<file path="src/rtl/data_mem_responder.sv">
// Data memory responder for the core's load/store port.
// Owns the data RAM, one request at a time, response after a fixed latency.
module data_mem_responder #(
    parameter int ADDR_W      = 8,
    parameter int DEPTH_WORDS = 64,
    parameter int LATENCY     = 2
) (
    input  logic              clk,
    input  logic              rst,
    input  logic              req_valid,
    output logic              req_ready,
    input  logic              req_we,
    input  logic [ADDR_W-1:0] req_addr,
    input  logic [2:0]        req_funct3,
    input  logic [31:0]       req_wdata,
    output logic              rsp_valid,
    input  logic              rsp_ready,
    output logic [31:0]       rsp_rdata,
    output logic              rsp_err,
    output logic              busy
);

    localparam int IDX_W = (DEPTH_WORDS > 1) ? $clog2(DEPTH_WORDS) : 1;

    typedef enum logic [1:0] {
        IDLE,
        WAIT,
        RESP
    } state_t;

    state_t            state;
    logic [3:0]        cnt;
    logic              cap_we;
    logic [ADDR_W-1:0] cap_addr;
    logic [2:0]        cap_f3;
    logic [31:0]       cap_wdata;

    logic [31:0]       mem [DEPTH_WORDS];

    logic [31:0]       word_num;
    logic [IDX_W-1:0]  idx;
    logic [1:0]        lane;
    logic [31:0]       cur_word;
    logic [7:0]        sel_byte;
    logic [15:0]       sel_half;
    logic [31:0]       load_data;
    logic [31:0]       merged;
    logic              acc_err;
    logic              do_access;

    // Out-of-range word addresses wrap onto the array.
    assign word_num  = 32'(cap_addr[ADDR_W-1:2]) % 32'(DEPTH_WORDS);
    assign idx       = IDX_W'(word_num);
    assign lane      = cap_addr[1:0];
    assign cur_word  = mem[idx];
    assign do_access = (state == WAIT) && (cnt == 4'd0);

    // Lane selection, error decode, load extension and store merge.
    always_comb begin
        sel_byte  = cur_word[7:0];
        sel_half  = lane[1] ? cur_word[31:16] : cur_word[15:0];
        load_data = '0;
        merged    = cur_word;
        acc_err   = 1'b0;
        case (lane)
            2'd0: sel_byte = cur_word[7:0];
            2'd1: sel_byte = cur_word[15:8];
            2'd2: sel_byte = cur_word[23:16];
            2'd3: sel_byte = cur_word[31:24];
            default: sel_byte = cur_word[7:0];
        endcase
        if (cap_we) begin
            case (cap_f3)
                3'b000: begin
                    case (lane)
                        2'd0: merged[7:0]   = cap_wdata[7:0];
                        2'd1: merged[15:8]  = cap_wdata[7:0];
                        2'd2: merged[23:16] = cap_wdata[7:0];
                        2'd3: merged[31:24] = cap_wdata[7:0];
                        default: merged = cur_word;
                    endcase
                end
                3'b001: begin
                    acc_err = lane[0];
                    if (lane[1]) merged[31:16] = cap_wdata[15:0];
                    else         merged[15:0]  = cap_wdata[15:0];
                end
                3'b010: begin
                    acc_err = |lane;
                    merged  = cap_wdata;
                end
                default: acc_err = 1'b1;
            endcase
        end else begin
            case (cap_f3)
                3'b000: load_data = {{24{sel_byte[7]}}, sel_byte};
                3'b001: begin
                    acc_err   = lane[0];
                    load_data = {{16{sel_half[15]}}, sel_half};
                end
                3'b010: begin
                    acc_err   = |lane;
                    load_data = cur_word;
                end
                3'b100: load_data = {24'd0, sel_byte};
                3'b101: begin
                    acc_err   = lane[0];
                    load_data = {16'd0, sel_half};
                end
                default: acc_err = 1'b1;
            endcase
        end
    end

    // RAM write port; contents are intentionally not reset.
    always_ff @(posedge clk) begin
        if (do_access && cap_we && !acc_err) begin
            mem[idx] <= merged;
        end
    end

    // Request/response FSM with registered handshake outputs.
    always_ff @(posedge clk or negedge rst) begin
        if (!rst) begin
            state     <= IDLE;
            cnt       <= '0;
            cap_we    <= 1'b0;
            cap_addr  <= '0;
            cap_f3    <= '0;
            cap_wdata <= '0;
            rsp_valid <= 1'b0;
            rsp_rdata <= '0;
            rsp_err   <= 1'b0;
            busy      <= 1'b0;
            req_ready <= 1'b1;
        end else begin
            unique case (state)
                IDLE: begin
                    if (req_valid) begin
                        cap_we    <= req_we;
                        cap_addr  <= req_addr;
                        cap_f3    <= req_funct3;
                        cap_wdata <= req_wdata;
                        cnt       <= 4'(LATENCY - 1);
                        req_ready <= 1'b0;
                        busy      <= 1'b1;
                        state     <= WAIT;
                    end
                end
                WAIT: begin
                    if (cnt == 4'd0) begin
                        rsp_valid <= 1'b1;
                        rsp_err   <= acc_err;
                        rsp_rdata <= (acc_err || cap_we) ? 32'd0 : load_data;
                        state     <= RESP;
                    end else begin
                        cnt <= cnt - 4'd1;
                    end
                end
                RESP: begin
                    if (rsp_ready) begin
                        rsp_valid <= 1'b0;
                        rsp_rdata <= '0;
                        rsp_err   <= 1'b0;
                        busy      <= 1'b0;
                        req_ready <= 1'b1;
                        state     <= IDLE;
                    end
                end
                default: state <= IDLE;
            endcase
        end
    end

endmodule
</file>
<file path="config.mk">
export PLATFORM = sky130hd
export DESIGN_NAME = data_mem_responder
export DESIGN_NICKNAME = d
export VERILOG_FILES = /design/src/rtl/data_mem_responder.sv
export SDC_FILE = /design/constraint.sdc
export NUM_CORES = 2
export LEC_CHECK = 0
export ABC_CLOCK_PERIOD_IN_PS = 10600
export CORE_UTILIZATION = 34
export CTS_CLUSTER_DIAMETER = 100
export CTS_CLUSTER_SIZE = 12
export DETAILED_ROUTE_END_ITERATION = 8
export HOLD_SLACK_MARGIN = 0.12
export PLACE_DENSITY_LB_ADDON = 0.08
export SYNTH_ARGS = -nofsm -noshare
export SYNTH_HDL_FRONTEND = slang
export SYNTH_SLANG_ARGS = --single-unit
</file>
<file path="constraint.sdc">
create_clock -name clk -period 10.6 [get_ports clk]
set_input_delay 1.06 -clock clk [delete_from_list [all_inputs] [get_ports clk]]
set_output_delay 1.06 -clock clk [all_outputs]
set_load 0.005 [all_outputs]
</file>
### Word-level counts from Yosys, hierarchy flattened

Memory sizes are Yosys's and may differ from the RTL's.
Index checks and enable logic that the tools add are counted.

| storage, ports and cells | value |
|---|---|
| register bits after elaboration | 86 |
| latch bits | 0 |
| RAM bits | 2048 |
| memory bits (read-only) | 0 |
| input port bits | 48 |
| output and inout port bits | 36 |
| word-level logic and storage cells | 84 |
| memories kept | 1 |

Memories:

| name | depth | bits a word | read ports | clocked after memory_dff | wr ports | RTL line | RTL |
|---|---|---|---|---|---|---|---|
| mem | 64 | 32 | 1 | 0 | 1 | 38 | `logic [31:0] mem [DEPTH_WORDS];` |

| cells by class | value |
|---|---|
| $add $sub $neg | 1 |
| $mul | 0 |
| divide/modulo/power cells | 0 |
| $lt $le $gt $ge | 0 |
| equality and inequality tests | 13 |
| shift operators | 0 |
| multiplexer cells | 38 |
| bitwise operators | 0 |
| reductions and logical operators | 20 |

Operators with widths:

| operator | count |
|---|---|
| $mux W32 | 5 |
| $pmux W32 S5 | 1 |
| $pmux W32 S3 | 1 |
| $pmux W32 S2 | 1 |
| $mux W16 | 3 |
| $mux W8 | 4 |
| $pmux W8 S4 | 1 |
| $reduce_and A3 Y1 | 4 |
| $mux W1 | 9 |
| $mux W4 | 2 |
| $pmux W1 S2 | 4 |
| $pmux W4 S2 | 1 |
| $eq A2 B2 Y1 const B | 3 |
| $eq A3 B3 Y1 const B | 2 |
| $mux W2 | 3 |
| $ne A2 B2 Y1 const B | 3 |
| $pmux W1 S3 | 2 |
| $pmux W2 S3 | 1 |
| $reduce_bool A2 Y1 | 3 |
| $reduce_or A2 Y1 | 3 |
| $eq A2 B1 Y1 const B | 2 |
| $logic_not A2 Y1 | 2 |
| $logic_not A4 Y1 | 1 |
| $sub A4 B1 Y4 const B | 1 |
| 8 further kinds | 10 |

### Depth between registers and ports, before layout

| logic depth | value |
|---|---|
| depth in word-level cells | 8 |
| gate-level depth with buffers | 15 |
| depth with buffers taken out | 10 |

### Worst setup path before layout

No wires, ideal clock.

| path | value |
|---|---|
| path type | register -> register |
| from | reg cap_addr[3] |
| to | mem mem[0][3] (data pin) |
| library setup time | 0.702 ns |
| data arrival time | 4.834 ns |
| required time | 9.898 ns |
| slack | 5.064 ns |
| stages on the path, launching flop included | 13 |
| path buffers | 5 |
| cells stage by stage | dfrtp_1 -> buf_6 -> nor3b_2 -> buf_2 -> buf_2 -> buf_1 -> clkbuf_1 -> a22oi_1 -> a31oi_1 -> nor4_1 -> nand4_1 -> inv_1 -> o21ai_0 |

| between the ends | value |
|---|---|
| word-level cells in the longest chain between the ends | 4 |
| elaborated cells on any way between the ends | 5 |

Ends and longest elaborated chain:

| element | RTL line | RTL |
|---|---|---|
| from (decl) | 34 | `logic [ADDR_W-1:0] cap_addr;` |
| from (signal assigned) | 141 | `cap_addr <= req_addr;` |
| $mem_v2 Z64 W32 * | -- |  |
| $mux W16 or $mux W8 (tied branches) | 85, 75 |  |
| $pmux W32 S3 | 73 | `case (cap_f3)` |
| $mux W32 * | 72 | `if (cap_we) begin` |
| via merged[3] | 47 | `logic [31:0] merged;` |
| to (decl) | 38 |  |

The timed path passes the listed nets; every way through them passes the cells marked *.

### Worst setup path after layout

| path | value |
|---|---|
| from | reg cap_addr[2] |
| to | mem mem[4][10] (data pin) |

The elaborated chain is that of the path after synthesis.

==> run summary <==
For this block, the initial DRC count from the detailed router was approximately 6000. Routability-driven placement finished with a final weighted congestion of roughly 0.86. The number of routed nets with antenna violations came out at 0. The headroom to the max-slew limit came out at 0.138. Yosys printed 0 warnings. The family with the most delay on the worst path is buffers and inverters. The largest net degree at the start of global routing came out at 96. The floorplan step defined a die boundary enclosing 246000 µm². In the global route stage, met1 resource usage came out at 0.380. The global routing stage identified its most utilized layer as met2. In this run, synthesis produced a sequential element count of approximately 2100. The area share of the leading cell type in the synthesized netlist came out at 0.742.

The total power is between 0.03 and 0.04 W. The synthesized design spends more area on one cell type than any other, namely edfxtp_1. The startpoint of the tightest hold check path is req_ready. The wire-length estimate of the detail-placed layout is roughly 180000 µm.

The share of total power in the clock network came out at 0.194. Clock tree synthesis found a total of 2134 sinks. The area of the mapped netlist came out at around 83000 µm². The maximum frequency from static timing analysis came out at ~160 MHz.

For this run, the slowest stage of the critical path takes around 1 ns. The analysis attributes to net switching a power of 0.0137 W. The number of global-route vias before repair came out at approximately 48000. The CTS clock-pin slew for the worst setup and hold paths came out at 0.06 ns. The worst hold path terminates at req_ready.

The setup slack of the most critical reg-to-reg path is roughly 4.2 ns. The number of pins with negative max-slew slack in the final report was 0. The number of setup buffers added after CTS is 0. The endpoint identified for the worst register-to-register timing path is mem[4][10]. The instance count after placement with tap cells included came out at between 7000 and 8000. The floorplan has 180 rows. The slowest stage of the critical path belongs to the cell o2111ai_1. The kind of critical path is register to register. The number of gates resized after CTS was 0. The switching part of the total power is 0.411. The combinational share of power is 0.394.

The startpoint identified for the worst register-to-register timing path is cap_addr[2]. The net total in the final layout is around 5000. The initial cell density of the core is 0.343.

The count of distinct cell types in the synthesized netlist came out at 81. The worst-case IR drop observed on VDD is roughly 0.42 mV. The met3 usage came out at 0.0394. Setup repair after global routing left no endpoint under its margin. The first TritonRoute pass finished after 9 iterations. The post-route setup TNS came out at 0 ns. Yosys attributes the largest share of cell area to edfxtp_1 74%, a22oi_1 3.4%, dfrtp_1 2.6%. The number of buffers and inverters on the critical path is 6. The per-cell routed wire length came out at between 30 and 40 µm. The clock tree from TritonCTS is done. For met2 alone, demand over resource in global routing was 0.417. The number of filler instances in the final layout is approximately 22000. The per-instance average area after synthesis is 17.1 µm². In this run the worst hold path is classified as register to register. The number of port buffers came out at slightly above 80. The area added between synthesis and finish came out at 13.4%. The number of hold-repair buffers added at the cts stage is 1. The maximum clock insertion buffer count came out at 3. The placeable core area came out at around 240000 µm². The clock reaches the later pin of the worst-skew pair after about 0.87 ns. The fraction of layout instances using a drive strength above 1 came out at 0.147. The final number of setup-violating endpoints came out at 0. The fraction of synthesis flops using an asynchronous set or reset pin came out at 0.0403. Walking the worst path, the cells encountered are buf_4, buf_4, nor3b_4, buf_12, buf_4, a22oi_1, and4_1, o2111ai_1, nor4_1, buf_4, a32oi_4, buf_4. In the synthesized netlist the dominant register cell turns out to be edfxtp_1.

The power per cell area is 354 nW/µm². Measured along the x axis, the die boundary spans 496 µm. The final hold violation count came to 0.

The number of instances on the worst hold path came out at 2. The origin of the worst setup path is cap_addr[2]. The run finished with clean final reports. The transition time at the pin with the least slew margin came out at 1.29 ns. The sequential cell fraction of total power came out at 0.412. The count of non-filler cells in the finished layout came out at around 8200. The final clock period utilization by the worst path came out at 0.599.

The number of standard cells after synthesis is between 4000 and 5000. The type of destination of the critical path is a register. The first global-routing pass estimated 439000 µm of wire. The number of clock buffers inserted by TritonCTS came out at 195. The time the worst path needs with I/O delays and setup came out at around 6.4 ns.

The critical path data arrival time came out at slightly below 7 ns. The number of antenna violations at the first check in global routing is 25. The combined global-route utilization of all metal layers came out at 0.263. The total congestion overflow is 0. In this run the worst path has a maximum fanout of 64. Counting flops with a built-in enable in the synthesized netlist gives 2048. In this run the number of H-tree levels came out at 4. The internal power came out at a little under 0.02 W. The floorplan die height is roughly 500 µm. The setup skew after layout came out at 0.0347 ns.

The leakage power summed over all cells is a little under 30 nW. Summed over all layers, the routed wires come to roughly 330000 µm. The sequential area share after synthesis came out at 0.768. The number of vias after detailed routing came out at about 50000. STA classifies the critical path startpoint as a register. For this run, design rule violations remaining after detail routing come to 0.

The number of placed I/O pins came out at 84. Counting every net in the synthesized netlist gives about 4900. The tool flagged a number of max-cap violations equal to 0. The depth of the worst register-to-register path is 12. The via density per instance came out at about 6.

The tree is rooted in a clkbuf_16. The cell that appears most often on the critical path is buf_4. At the worst endpoint, the required time is about 11 ns.
==> routing by layer <==
metal,vias up,wire length (µm)
li1,20200,-
met1,27400,144000
met2,2251,151000
met3,377,24500
met4,2,7290
met5,-,13
==> power groups by stage <==
stage,logic [W],clock network [W],registers [W]
finish,0.0131,0.00645,0.0137
global route,0.0136,0.00682,0.0137
CTS,0.0130,0.00656,0.0137
detailed placement,0.0130,0,0.0139
global placement,0.0128,0,0.0139
floorplan,0.00628,0,0.0139
==> Yosys cell counts, drive strengths merged, types with 66 or more instances <==
cell type and instances:
a22oi 377, nor2 141, a21oi 160, o21ai 127
mux2 97, a221oi 157, a31oi 78, nand2 241
edfxtp 2048, o22ai 66, mux2i 160, dfrtp 85
clkbuf 123, buf 232, a22o 84
==> area by class of cell <==
type	count	area, µm²	share of cell area
inverters	10	41.3	0.000439
repair buffers	293	2560	0.0273
diodes	13	32.5	0.000346
well taps	3185	3990	0.0424
clock buffers	231	5160	0.0550
multi-input cells	2339	18400	0.196
clock inverters	8	121	0.00129
flip-flops and latches	2134	63700	0.678
==> worst max path at each step <==
stage,endpoint,slack [ns],cells after the start
after floorplan,mem[0][3],5.06,12
after global placement,mem[38][17],4.07,11
after detailed placement,mem[36][10],4.48,12
after CTS,mem[3][10],4.46,12
after global routing,mem[35][10],4.04,12
final,mem[4][10],4.25,12
==> state kept, by name, summed over array words and instances (netlist names) <==
| signal | count |
|---|---|
| busy | 1 |
| cap_addr | 8 |
| mem | 2048 |
| req_ready | 1 |
| cap_we | 1 |
| cnt | 4 |
| state | 2 |
| cap_wdata | 32 |
| cap_f3 | 3 |
| rsp_err | 1 |
| rsp_valid | 1 |
| rsp_rdata | 32 |
==> placed cells by master (no fill, tap or decap), types with 95 or more instances in the layout <==
master,instances
a22oi_1,375
mux2i_1,159
nand2_1,240
a21oi_1,153
edfxtp_1,2048
o21ai_0,117
clkbuf_16,202
buf_4,196
mux2_2,95
a221oi_1,147
==> kinds of logic (layout without fill, tap and decap cells) <==
group / count (synthesis) / count (layout) / synth area share
AND/OR/NAND/NOR: 707 / 707 / 0.0465
AO/OA/AOI/OAI: 1328 / 1328 / 0.118
buffers and inverters: 365 / 542 / 0.0224
XOR/XNOR: 2 / 2 / 0.000211
adder cells (fa/ha/maj): 2 / 2 / 0.000302
flip-flops: 2134 / 2134 / 0.768
other: 0 / 13 / 0
multiplexers: 300 / 300 / 0.0442
==> per-stage QoR <==
step,utilization,hold WS [ns],instance area [µm²],worst slack (ns)
2_1_floorplan,-,0.438,82900,5.06
3_3_place_gp,0.367,0.449,88600,4.07
3_5_place_dp,0.367,0.453,88600,4.48
4_1_cts,0.389,0.464,93900,4.46
5_1_grt,0.389,0.503,93900,4.04
6_report,0.389,0.462,94000,4.25
==> worst min-delay path, stage by stage (launching register included) <==
cell and delay [ns]:
dfstp_2 0.37, nand2_1 0.05, nand2_1 0.05
No activity file was read; power rests on OpenSTA's default activity.
